[config.mk]
export PLATFORM = sky130hd
export DESIGN_NAME = mem_access_stage
export DESIGN_NICKNAME = d
export VERILOG_FILES = /design/src/rtl/mem_access_stage_pkg.sv /design/src/rtl/mem_access_stage_data_align.sv /design/src/rtl/mem_access_stage.sv
export SDC_FILE = /design/constraint.sdc
export NUM_CORES = 1
export LEC_CHECK = 0
export CAP_MARGIN = 5
export CORE_AREA = 2 2 124 126
export DETAILED_ROUTE_END_ITERATION = 16
export DIE_AREA = 0 0 126 128
export GPL_TIMING_DRIVEN = 0
export HOLD_SLACK_MARGIN = 0.03
export MAX_ROUTING_LAYER = met4
export PLACE_DENSITY = 0.86
export SLEW_MARGIN = 20
export SYNTH_ARGS = -nofsm -noshare
export SYNTH_HDL_FRONTEND = slang
export SYNTH_SLANG_ARGS = --single-unit
[constraint.sdc]
create_clock -name CLK -period 5.2 [get_ports CLK]
set_input_delay 1.04 -clock CLK [delete_from_list [all_inputs] [get_ports CLK]]
set_output_delay 1.04 -clock CLK [all_outputs]
set_load 0.1 [all_outputs]
[src/rtl/mem_access_stage_pkg.sv]
// Shared encodings for the MEM stage: writeback select, FUNC3 access
// codes, exception codes and FSM state encoding.
package mem_access_stage_pkg;

    localparam logic [1:0] WB_SEL_ALU = 2'd0;
    localparam logic [1:0] WB_SEL_MEM = 2'd1;
    localparam logic [1:0] WB_SEL_PC4 = 2'd2;

    localparam logic [2:0] F3_B  = 3'b000;
    localparam logic [2:0] F3_H  = 3'b001;
    localparam logic [2:0] F3_W  = 3'b010;
    localparam logic [2:0] F3_BU = 3'b100;
    localparam logic [2:0] F3_HU = 3'b101;

    localparam logic [1:0] EXC_NONE  = 2'd0;
    localparam logic [1:0] EXC_ALIGN = 2'd1;
    localparam logic [1:0] EXC_BUS   = 2'd2;

    localparam logic [0:0] ST_IDLE = 1'b0;
    localparam logic [0:0] ST_WAIT = 1'b1;

    // Loads accept signed and unsigned sub-word forms; stores only sized ones.
    function automatic logic func3_legal(input logic is_load, input logic [2:0] f3);
        if (is_load)
            return f3 inside {F3_B, F3_H, F3_W, F3_BU, F3_HU};
        return f3 inside {F3_B, F3_H, F3_W};
    endfunction

endpackage

[src/rtl/mem_access_stage_data_align.sv]
// Combinational data alignment: byte enables, store lane replication,
// load byte/half extraction with sign/zero extension, and bad-access detect.
module mem_data_align
    import mem_access_stage_pkg::*;
(
    input  logic        is_load,
    input  logic        is_store,
    input  logic [2:0]  func3,
    input  logic [1:0]  addr_lo,
    input  logic [31:0] store_data,
    input  logic [31:0] rdata,
    output logic [3:0]  be,
    output logic [31:0] wdata,
    output logic [31:0] load_data,
    output logic        bad
);

    logic        misaligned;
    logic [7:0]  byte_sel;
    logic [15:0] half_sel;

    // Size decode drives lane enables, store replication and alignment check.
    always_comb begin
        be         = '0;
        wdata      = store_data;
        misaligned = 1'b0;
        unique case (func3[1:0])
            2'b00: begin
                be    = 4'b0001 << addr_lo;
                wdata = {4{store_data[7:0]}};
            end
            2'b01: begin
                be         = 4'b0011 << addr_lo;
                wdata      = {2{store_data[15:0]}};
                misaligned = addr_lo[0];
            end
            2'b10: begin
                be         = 4'b1111;
                misaligned = |addr_lo;
            end
            default: begin
                be = '0;
            end
        endcase
    end

    // Pick the addressed lane out of the read word and extend it.
    always_comb begin
        unique case (addr_lo)
            2'd0:    byte_sel = rdata[7:0];
            2'd1:    byte_sel = rdata[15:8];
            2'd2:    byte_sel = rdata[23:16];
            default: byte_sel = rdata[31:24];
        endcase
        half_sel = addr_lo[1] ? rdata[31:16] : rdata[15:0];
        unique case (func3)
            F3_B:    load_data = {{24{byte_sel[7]}}, byte_sel};
            F3_H:    load_data = {{16{half_sel[15]}}, half_sel};
            F3_BU:   load_data = {24'd0, byte_sel};
            F3_HU:   load_data = {16'd0, half_sel};
            default: load_data = rdata;
        endcase
    end

    assign bad = (is_load | is_store) & (~func3_legal(is_load, func3) | misaligned);

endmodule

[src/rtl/mem_access_stage.sv]
// MEM pipeline stage: data-memory request/ack handshake with timeout,
// upstream stall generation and the MEM/WB pipeline register.
module mem_access_stage
    import mem_access_stage_pkg::*;
#(
    parameter int TIMEOUT_CYCLES = 64
) (
    input  logic        CLK,
    input  logic        RESET,
    input  logic        REG_WRITE_EN_EXMEM,
    input  logic [1:0]  WB_VALUE_SEL_EXMEM,
    input  logic        MEM_READ_EN_EXMEM,
    input  logic        MEM_WRITE_EN_EXMEM,
    input  logic [31:0] PC_EXMEM,
    input  logic [31:0] RESULT_EXMEM,
    input  logic [31:0] REG_DATA_2_EXMEM,
    input  logic [2:0]  FUNC3_EXMEM,
    input  logic [4:0]  REG_WRITE_ADDR_EXMEM,
    output logic        DMEM_REQ,
    output logic        DMEM_WE,
    output logic [31:0] DMEM_ADDR,
    output logic [3:0]  DMEM_BE,
    output logic [31:0] DMEM_WDATA,
    input  logic [31:0] DMEM_RDATA,
    input  logic        DMEM_ACK,
    output logic        MEM_BUSYWAIT,
    output logic        REG_WRITE_EN_MEMWB,
    output logic [1:0]  WB_VALUE_SEL_MEMWB,
    output logic [31:0] PC_MEMWB,
    output logic [31:0] RESULT_MEMWB,
    output logic [31:0] LOAD_DATA_MEMWB,
    output logic [4:0]  REG_WRITE_ADDR_MEMWB,
    output logic [1:0]  EXC_MEMWB
);

    localparam int CW = $clog2(TIMEOUT_CYCLES);
    localparam logic [CW-1:0] TMO_LAST = CW'(TIMEOUT_CYCLES - 1);

    logic [0:0]    state;
    logic [CW-1:0] cnt;

    logic        is_load;
    logic        is_store;
    logic        access;
    logic        bad;
    logic        bad_access;
    logic        legal;
    logic        timeout_hit;
    logic [3:0]  be;
    logic [31:0] wdata;
    logic [31:0] load_data;

    // Read wins when both enables are set.
    assign is_load    = MEM_READ_EN_EXMEM;
    assign is_store   = ~MEM_READ_EN_EXMEM & MEM_WRITE_EN_EXMEM;
    assign access     = is_load | is_store;
    assign bad_access = access & bad;
    assign legal      = access & ~bad;

    mem_data_align u_align (
        .is_load    (is_load),
        .is_store   (is_store),
        .func3      (FUNC3_EXMEM),
        .addr_lo    (RESULT_EXMEM[1:0]),
        .store_data (REG_DATA_2_EXMEM),
        .rdata      (DMEM_RDATA),
        .be         (be),
        .wdata      (wdata),
        .load_data  (load_data),
        .bad        (bad)
    );

    // The stall holds EX/MEM stable, so the request fields stay stable in WAIT.
    assign timeout_hit  = (state == ST_WAIT) & legal & (cnt == TMO_LAST) & ~DMEM_ACK;
    assign DMEM_REQ     = legal;
    assign DMEM_WE      = legal & is_store;
    assign DMEM_BE      = legal ? be : '0;
    assign DMEM_ADDR    = {RESULT_EXMEM[31:2], 2'b00};
    assign DMEM_WDATA   = wdata;
    assign MEM_BUSYWAIT = legal & ~DMEM_ACK & ~timeout_hit;

    // Handshake FSM with wait-cycle counter for bus timeout.
    always_ff @(posedge CLK) begin
        if (RESET) begin
            state <= ST_IDLE;
            cnt   <= '0;
        end else begin
            unique case (state)
                ST_IDLE: begin
                    cnt <= '0;
                    if (legal & ~DMEM_ACK)
                        state <= ST_WAIT;
                end
                default: begin
                    if (~legal | DMEM_ACK | timeout_hit)
                        state <= ST_IDLE;
                    else
                        cnt <= cnt + 1'b1;
                end
            endcase
        end
    end

    // MEM/WB register: bubble while stalled, otherwise capture the finished access.
    always_ff @(posedge CLK) begin
        if (RESET) begin
            REG_WRITE_EN_MEMWB   <= 1'b0;
            WB_VALUE_SEL_MEMWB   <= '0;
            PC_MEMWB             <= '0;
            RESULT_MEMWB         <= '0;
            LOAD_DATA_MEMWB      <= '0;
            REG_WRITE_ADDR_MEMWB <= '0;
            EXC_MEMWB            <= EXC_NONE;
        end else if (MEM_BUSYWAIT) begin
            REG_WRITE_EN_MEMWB <= 1'b0;
            EXC_MEMWB          <= EXC_NONE;
        end else begin
            REG_WRITE_EN_MEMWB   <= REG_WRITE_EN_EXMEM & ~bad_access & ~timeout_hit;
            WB_VALUE_SEL_MEMWB   <= WB_VALUE_SEL_EXMEM;
            PC_MEMWB             <= PC_EXMEM;
            RESULT_MEMWB         <= RESULT_EXMEM;
            REG_WRITE_ADDR_MEMWB <= REG_WRITE_ADDR_EXMEM;
            LOAD_DATA_MEMWB      <= (legal & is_load & ~timeout_hit) ? load_data : '0;
            if (bad_access)
                EXC_MEMWB <= EXC_ALIGN;
            else if (timeout_hit)
                EXC_MEMWB <= EXC_BUS;
            else
                EXC_MEMWB <= EXC_NONE;
        end
    end

endmodule

==> reports/results.txt, run 1 <==
status - finished clean
synth warn - 0
clk_lat worst skew - 0.42 ns
met2 Use GR - 42.5%
final cycle utilization of the critical path - 97.7%
vias - 5747
overall power - 3.36 mW
final setup margin - 0.119 ns
first-pass GRT wire length - 30000 um
Gate Count Post-Synth - 622
Worst EP required - 4.16 ns
Avg Inst Size Synth - 8.35 um^2
area leader, netlist - dfxtp_1
commonest register cell after synthesis - dfxtp_1
CP endpoint kind - primary output
Die Width - 126 um
Hold Crit Class - reg2reg
Wirelength per Cell - 16.7 um
post-layout util - 62.1%
most frequent cells in the layout - clkdlybuf4s50_1, nand2_1, dfxtp_1
Area growth, synth to finish - 77.5%
commonest non-fill, non-tap cell in the layout - clkdlybuf4s50_1
nature of the critical path startpoint - input port
Seq pwr share - 27.7%
worst slew pin tran - 1.04 ns
final hold viol count - 0
Crit Path Class - in2out
Pre-Repair DR Iteration Count - 5
Comb power frac - 32.3%
GRT Util Overall - 24.3%
chip height - 128 um
fmax - 197 MHz
remaining global-route overflow - 0
Die Area - 16100 um^2
Setup Skew - 0.0160 ns
initial antenna violation count - 0
top post-synthesis cells by area - dfxtp_1, nand2_1, a21oi_1
Pint - 2.14 mW
CP max-delay cell - dlygate4sd2_1
DP HPWL - 14900 um
hold_ws - 0.448 ns
Final ANT Viol Nets - 0
post-place setup slack - -0.381 ns
grt peak-use layer - met2
htree depth - 4
Port Buffer Count - 317
vias in the first global route - 5616
Final Slew Violations - 0
Post-Route WL - 19400 um
DRC viols - 0
Post-synth EDFFs - 0
Initial Util - 35.0%
FFs w/ async S/R, synth - 0%
Leak Pwr - 3.69 nW
PwrDens - 365 nW/um^2
CTS tree - yes
CTS sink cnt - 113
CP cell instances - clkdlybuf4s50_1 > inv_1 > ha_1 > buf_4 > nor2_2 > clkbuf_1 > nand2_1 > nand2_1 > dlygate4sd2_1
# diodes - 0
post-synthesis cell type count - 43
Fillers - 1276
Row Count - 45
switching portion of total power - 36.3%
#FFs+latches synth - 113
Peak VDD IR - 0.000227 V
Crit path largest cell delay - 0.86 ns
Clk pin slew, worst setup/hold paths - 0.05 ns
crit path time final - 5.08 ns
max-cap violation count - 0
met3 Usage GRT - 7.10%
Rel. slew slack - 30.7%
clk root buf - clkbuf_16
Post-CTS Setup Repair Bufs - 0
critical path peak fanout - 10
RePlAce Congestion - 0.905
largest net degree at the start of global routing - 17
Clock power frac - 40.0%
# setup viols final - 0
total CTS buffers - 17
Switching Power - 1.22 mW
top cell family by delay on the critical path - buffers and inverters
mapped cell area - 5200 um^2
post-synth top area share - 43.5%
cts repair resizes - 23
most numerous cell on the critical path - nand2_1
nets - 1107
drt via density - 4.95
Clock Path Buffers - 2
core footprint - 14900 um^2
share of cells above drive strength 1 - 14.0%
hold_buf cts - 0
initial DRC count - 245
worst path bufs/invs - 5
RSZ-0062 raised after global routing - false
I/O pins - 321
Worst EP arrival - 4.04 ns
Global Route met1 Usage - 26.5%
register area share after synthesis - 43.5%
post-route setup TNS - 0 ns
kinds of logic (layout without fill, tap and decap cells):
family,after synthesis,count (layout),share of synthesized area (%)
AOI/OAI and AO/OA,180,180,22.1
and+or+nand+nor,214,214,17.8
muxes,18,18,4.12
buffers and inverters,91,440,11.2
DFF,113,113,43.5
other,1,2,0.0722
xor gates and xnor gates,1,1,0.169
adders and majority gates,4,4,0.963
sequential cells by signal, indices dropped and copies added (netlist names):
signal and flops:
WB_VALUE_SEL_MEMWB 2, cnt 6, REG_WRITE_EN_MEMWB 1, PC_MEMWB 32, EXC_MEMWB 2, LOAD_DATA_MEMWB 32
RESULT_MEMWB 32, REG_WRITE_ADDR_MEMWB 5, state 1
routing by layer:
layer | vias up | share of wire (%)
met1 | 2664 | 39
met4 | 0 | 1.9
met3 | 21 | 8.1
li1 | 2798 | -
met2 | 264 | 51
met5 | - | 0
final cells by class:
class	instances	area, um^2	share of cell area, %
buffer	87	568	6.16
clock buffer	19	453	4.91
multi-input combinational	419	2350	25.5
tap	188	235	2.55
timing repair buffer	317	3100	33.7
clock inverter	13	231	2.51
sequential	113	2260	24.5
inverter	4	16.3	0.176
power groups by stage:
stage	sequential (mW)	combinational, mW	clock (mW)
2_1_floorplan	1.25	0.466	0
3_3_place_gp	0.948	1.09	0
3_5_place_dp	0.950	1.10	0
4_1_cts	0.933	1.09	1.36
5_1_grt	0.937	1.13	1.41
6_report	0.933	1.09	1.34
cells in the mapped netlist, types with 2 or more instances:
| cell | count |
|---|---|
| nand2b_1 | 4 |
| o2bb2ai_1 | 32 |
| ha_1 | 4 |
| a22oi_1 | 8 |
| or2_2 | 2 |
| a21oi_1 | 96 |
| nor2_1 | 14 |
| nand2_1 | 166 |
| a22o_1 | 17 |
| nor3b_1 | 8 |
| buf_2 | 13 |
| mux2_2 | 17 |
| buf_6 | 9 |
| inv_1 | 3 |
| clkbuf_1 | 23 |
| dfxtp_1 | 113 |
| nand3_1 | 4 |
| o21ai_0 | 5 |
| buf_4 | 42 |
| a211oi_1 | 7 |
| nor3_1 | 2 |
| nor2b_1 | 3 |
| or3_1 | 2 |
| a31oi_1 | 9 |
final timing paths:
path	endpoint	cells after the start	startpoint	slack, ns
max	DMEM_WDATA[25]	9	FUNC3_EXMEM[1]	0.12
min	RESULT_MEMWB[5]	2	RESULT_MEMWB[5]	0.45
max reg2reg	REG_WRITE_ADDR_MEMWB[2]	9	cnt[0]	3.03
min reg2reg	RESULT_MEMWB[5]	2	RESULT_MEMWB[5]	0.45
through the flow:
stage,area (um^2),std cells
2_1_floorplan,5200,623
3_3_place_gp,8610,1128
3_5_place_dp,8610,1128
4_1_cts,9270,1160
5_1_grt,9220,1160
6_report,9220,1160
tightest hold or removal path, stage by stage, from the launching register on:
cell	delay [ns]
dfxtp_1	0.30
nand2_1	0.05
a21oi_1	0.05
(Power assumes the default switching activity.)
==> inputs of run 2 (changes only) <==
- CTS_CLUSTER_SIZE: not set -> 28
- SKIP_LAST_GASP: not set -> 1
==> reports/results.txt, run 2 (synthesis gave the netlist of run 1 again) <==
status - finished clean
DRC viols - 0 (unchanged)
hold_buf cts - 0 (unchanged)
crit path time final - 5.08 ns (+0.00132 ns)
most frequent cells in the layout - clkdlybuf4s50_1, nand2_1, dfxtp_1
Clock Path Buffers - 2 (unchanged)
largest net degree at the start of global routing - 17 (unchanged)
hold_ws - 0.448 ns (+0.00000100 ns)
total CTS buffers - 17 (unchanged)
fmax - 197 MHz (about the same)
Row Count - 45 (unchanged)
clk_lat worst skew - 0.42 ns (about the same)
Area growth, synth to finish - 77.4% (about the same)
post-place setup slack - -0.381 ns (unchanged)
Port Buffer Count - 317 (unchanged)
Post-Route WL - 19400 um (about the same)
overall power - 3.36 mW (about the same)
nature of the critical path startpoint - input port
first-pass GRT wire length - 30000 um (unchanged)
Rel. slew slack - 30.7% (unchanged)
chip height - 128 um (unchanged)
CTS tree - yes
Die Width - 126 um (unchanged)
Peak VDD IR - 0.000227 V (+0.16%)
RSZ-0062 raised after global routing - false
Wirelength per Cell - 16.7 um (about the same)
Worst Setup SP - FUNC3_EXMEM[1]
Post-Place Cell Area - 8610 um^2 (unchanged)
top flop regs - LOAD_DATA_MEMWB (32), PC_MEMWB (32), RESULT_MEMWB (32)
Worst EP arrival - 4.04 ns (about the same)
Crit Path Class - in2out
Setup Skew - 0.0147 ns (-0.00138 ns)
post-layout util - 62.0% (about the same)
Worst EP required - 4.16 ns (about the same)
initial DRC count - 245 (unchanged)
Reg-to-Reg Start - cnt[0]
vias in the first global route - 5616 (unchanged)
PwrDens - 365 nW/um^2 (about the same)
Non-Filler Instances - 1160 (unchanged)
critical path peak fanout - 10 (unchanged)
Hold Path End - RESULT_MEMWB[5]
# diodes - 0 (unchanged)
remaining global-route overflow - 0 (unchanged)
drt via density - 4.95 (about the same)
Leak Pwr - 3.69 nW (about the same)
Initial Util - 35.0% (unchanged)
terminus of the critical flop-to-flop path - REG_WRITE_ADDR_MEMWB[2]
Hold Path Stages - 2 (unchanged)
DP HPWL - 14900 um (unchanged)
Final ANT Viol Nets - 0 (unchanged)
htree depth - 4 (unchanged)
clk root buf - clkbuf_16
CP endpoint kind - primary output
final hold viol count - 0 (unchanged)
core footprint - 14900 um^2 (unchanged)
Die Area - 16100 um^2 (unchanged)
nets - 1107 (unchanged)
placed cell count - 1128 (unchanged)
GRT Util Overall - 24.3% (unchanged)
Reg2Reg Depth - 9 (unchanged)
initial antenna violation count - 0 (unchanged)
Pre-Repair DR Iteration Count - 5 (unchanged)
Clk pin slew, worst setup/hold paths - 0.05 ns (about the same)
max-cap violation count - 0 (unchanged)
share of cells above drive strength 1 - 14.0% (unchanged)
final setup margin - 0.117 ns (-0.00132 ns)
Final Slew Violations - 0 (unchanged)
post-route cell area - 9220 um^2 (about the same)
Hold Crit Class - reg2reg
# setup viols final - 0 (unchanged)
worst min-delay path startpoint - RESULT_MEMWB[5]
RePlAce Congestion - 0.905 (unchanged)
final cycle utilization of the critical path - 97.7% (about the same)
vias - 5746 (-0.017%)
CTS sink cnt - 113 (unchanged)
worst slew pin tran - 1.04 ns (unchanged)
I/O pins - 321 (unchanged)
commonest non-fill, non-tap cell in the layout - clkdlybuf4s50_1
post-route setup TNS - 0 ns (unchanged)
r2r setup slk - 3.03 ns (about the same)
## run 2: cell types whose count changed in the layout (fill, tap and decap cells not counted)
cell             delta
clkbuf_2            +1
clkdlybuf4s15_2     -1
## run 2: layer usage
layer	vias to the layer above	track usage, %	part of all wire (%)
li1	2798	-	-
met1	2662	26.5	39
met2	264	42.5	51
met3	22	7.10	8.1
met4	0	8.47	1.9
met5	-	-	0
## run 2: worst max-delay path, cell delays in order
cell and delay, ns:
clkdlybuf4s50_1 0.53, inv_1 0.12, ha_1 0.20, buf_4 0.16, nor2_2 0.40, clkbuf_1 0.52
nand2_1 0.12, nand2_1 0.08, dlygate4sd2_1 0.86
## run 2: timing repair
item,CTS,global route
resized for setup,21,32
setup endpoints to repair,21,17
pin swaps,0,0
setup buffers,0,0
## run 2: how the worst max path moves through the flow
stage	endpoint	slack, ns	depth (start not counted)
finish	DMEM_WDATA[25]	0.12	9
global route	DMEM_WDATA[25]	0.004	9
CTS	MEM_BUSYWAIT	-0.10	11
detailed placement	MEM_BUSYWAIT	-0.38	11
global placement	MEM_BUSYWAIT	-0.37	11
floorplan	DMEM_BE[2]	0.40	7
## run 2: final cells by class
| type | instances | area [um^2] |
|---|---|---|
| clock inverter | 13 | 231 |
| fill | 1276 | 5650 |
| sequential | 113 | 2260 |
| buffer | 87 | 568 |
| tap | 188 | 235 |
| clock buffer | 19 | 453 |
| timing repair buffer | 317 | 3100 |
| multi-input combinational | 419 | 2350 |
| inverter | 4 | 16.3 |
## run 2: report_power, final
group / leakage [nW] / switching, mW / internal [mW] / total, mW
logic: 2.43 / 0.781 / 0.306 / 1.09
clock network: 0.330 / 0.420 / 0.925 / 1.34
registers: 0.930 / 0.0228 / 0.910 / 0.933
total: 3.69 / 1.22 / 2.14 / 3.36
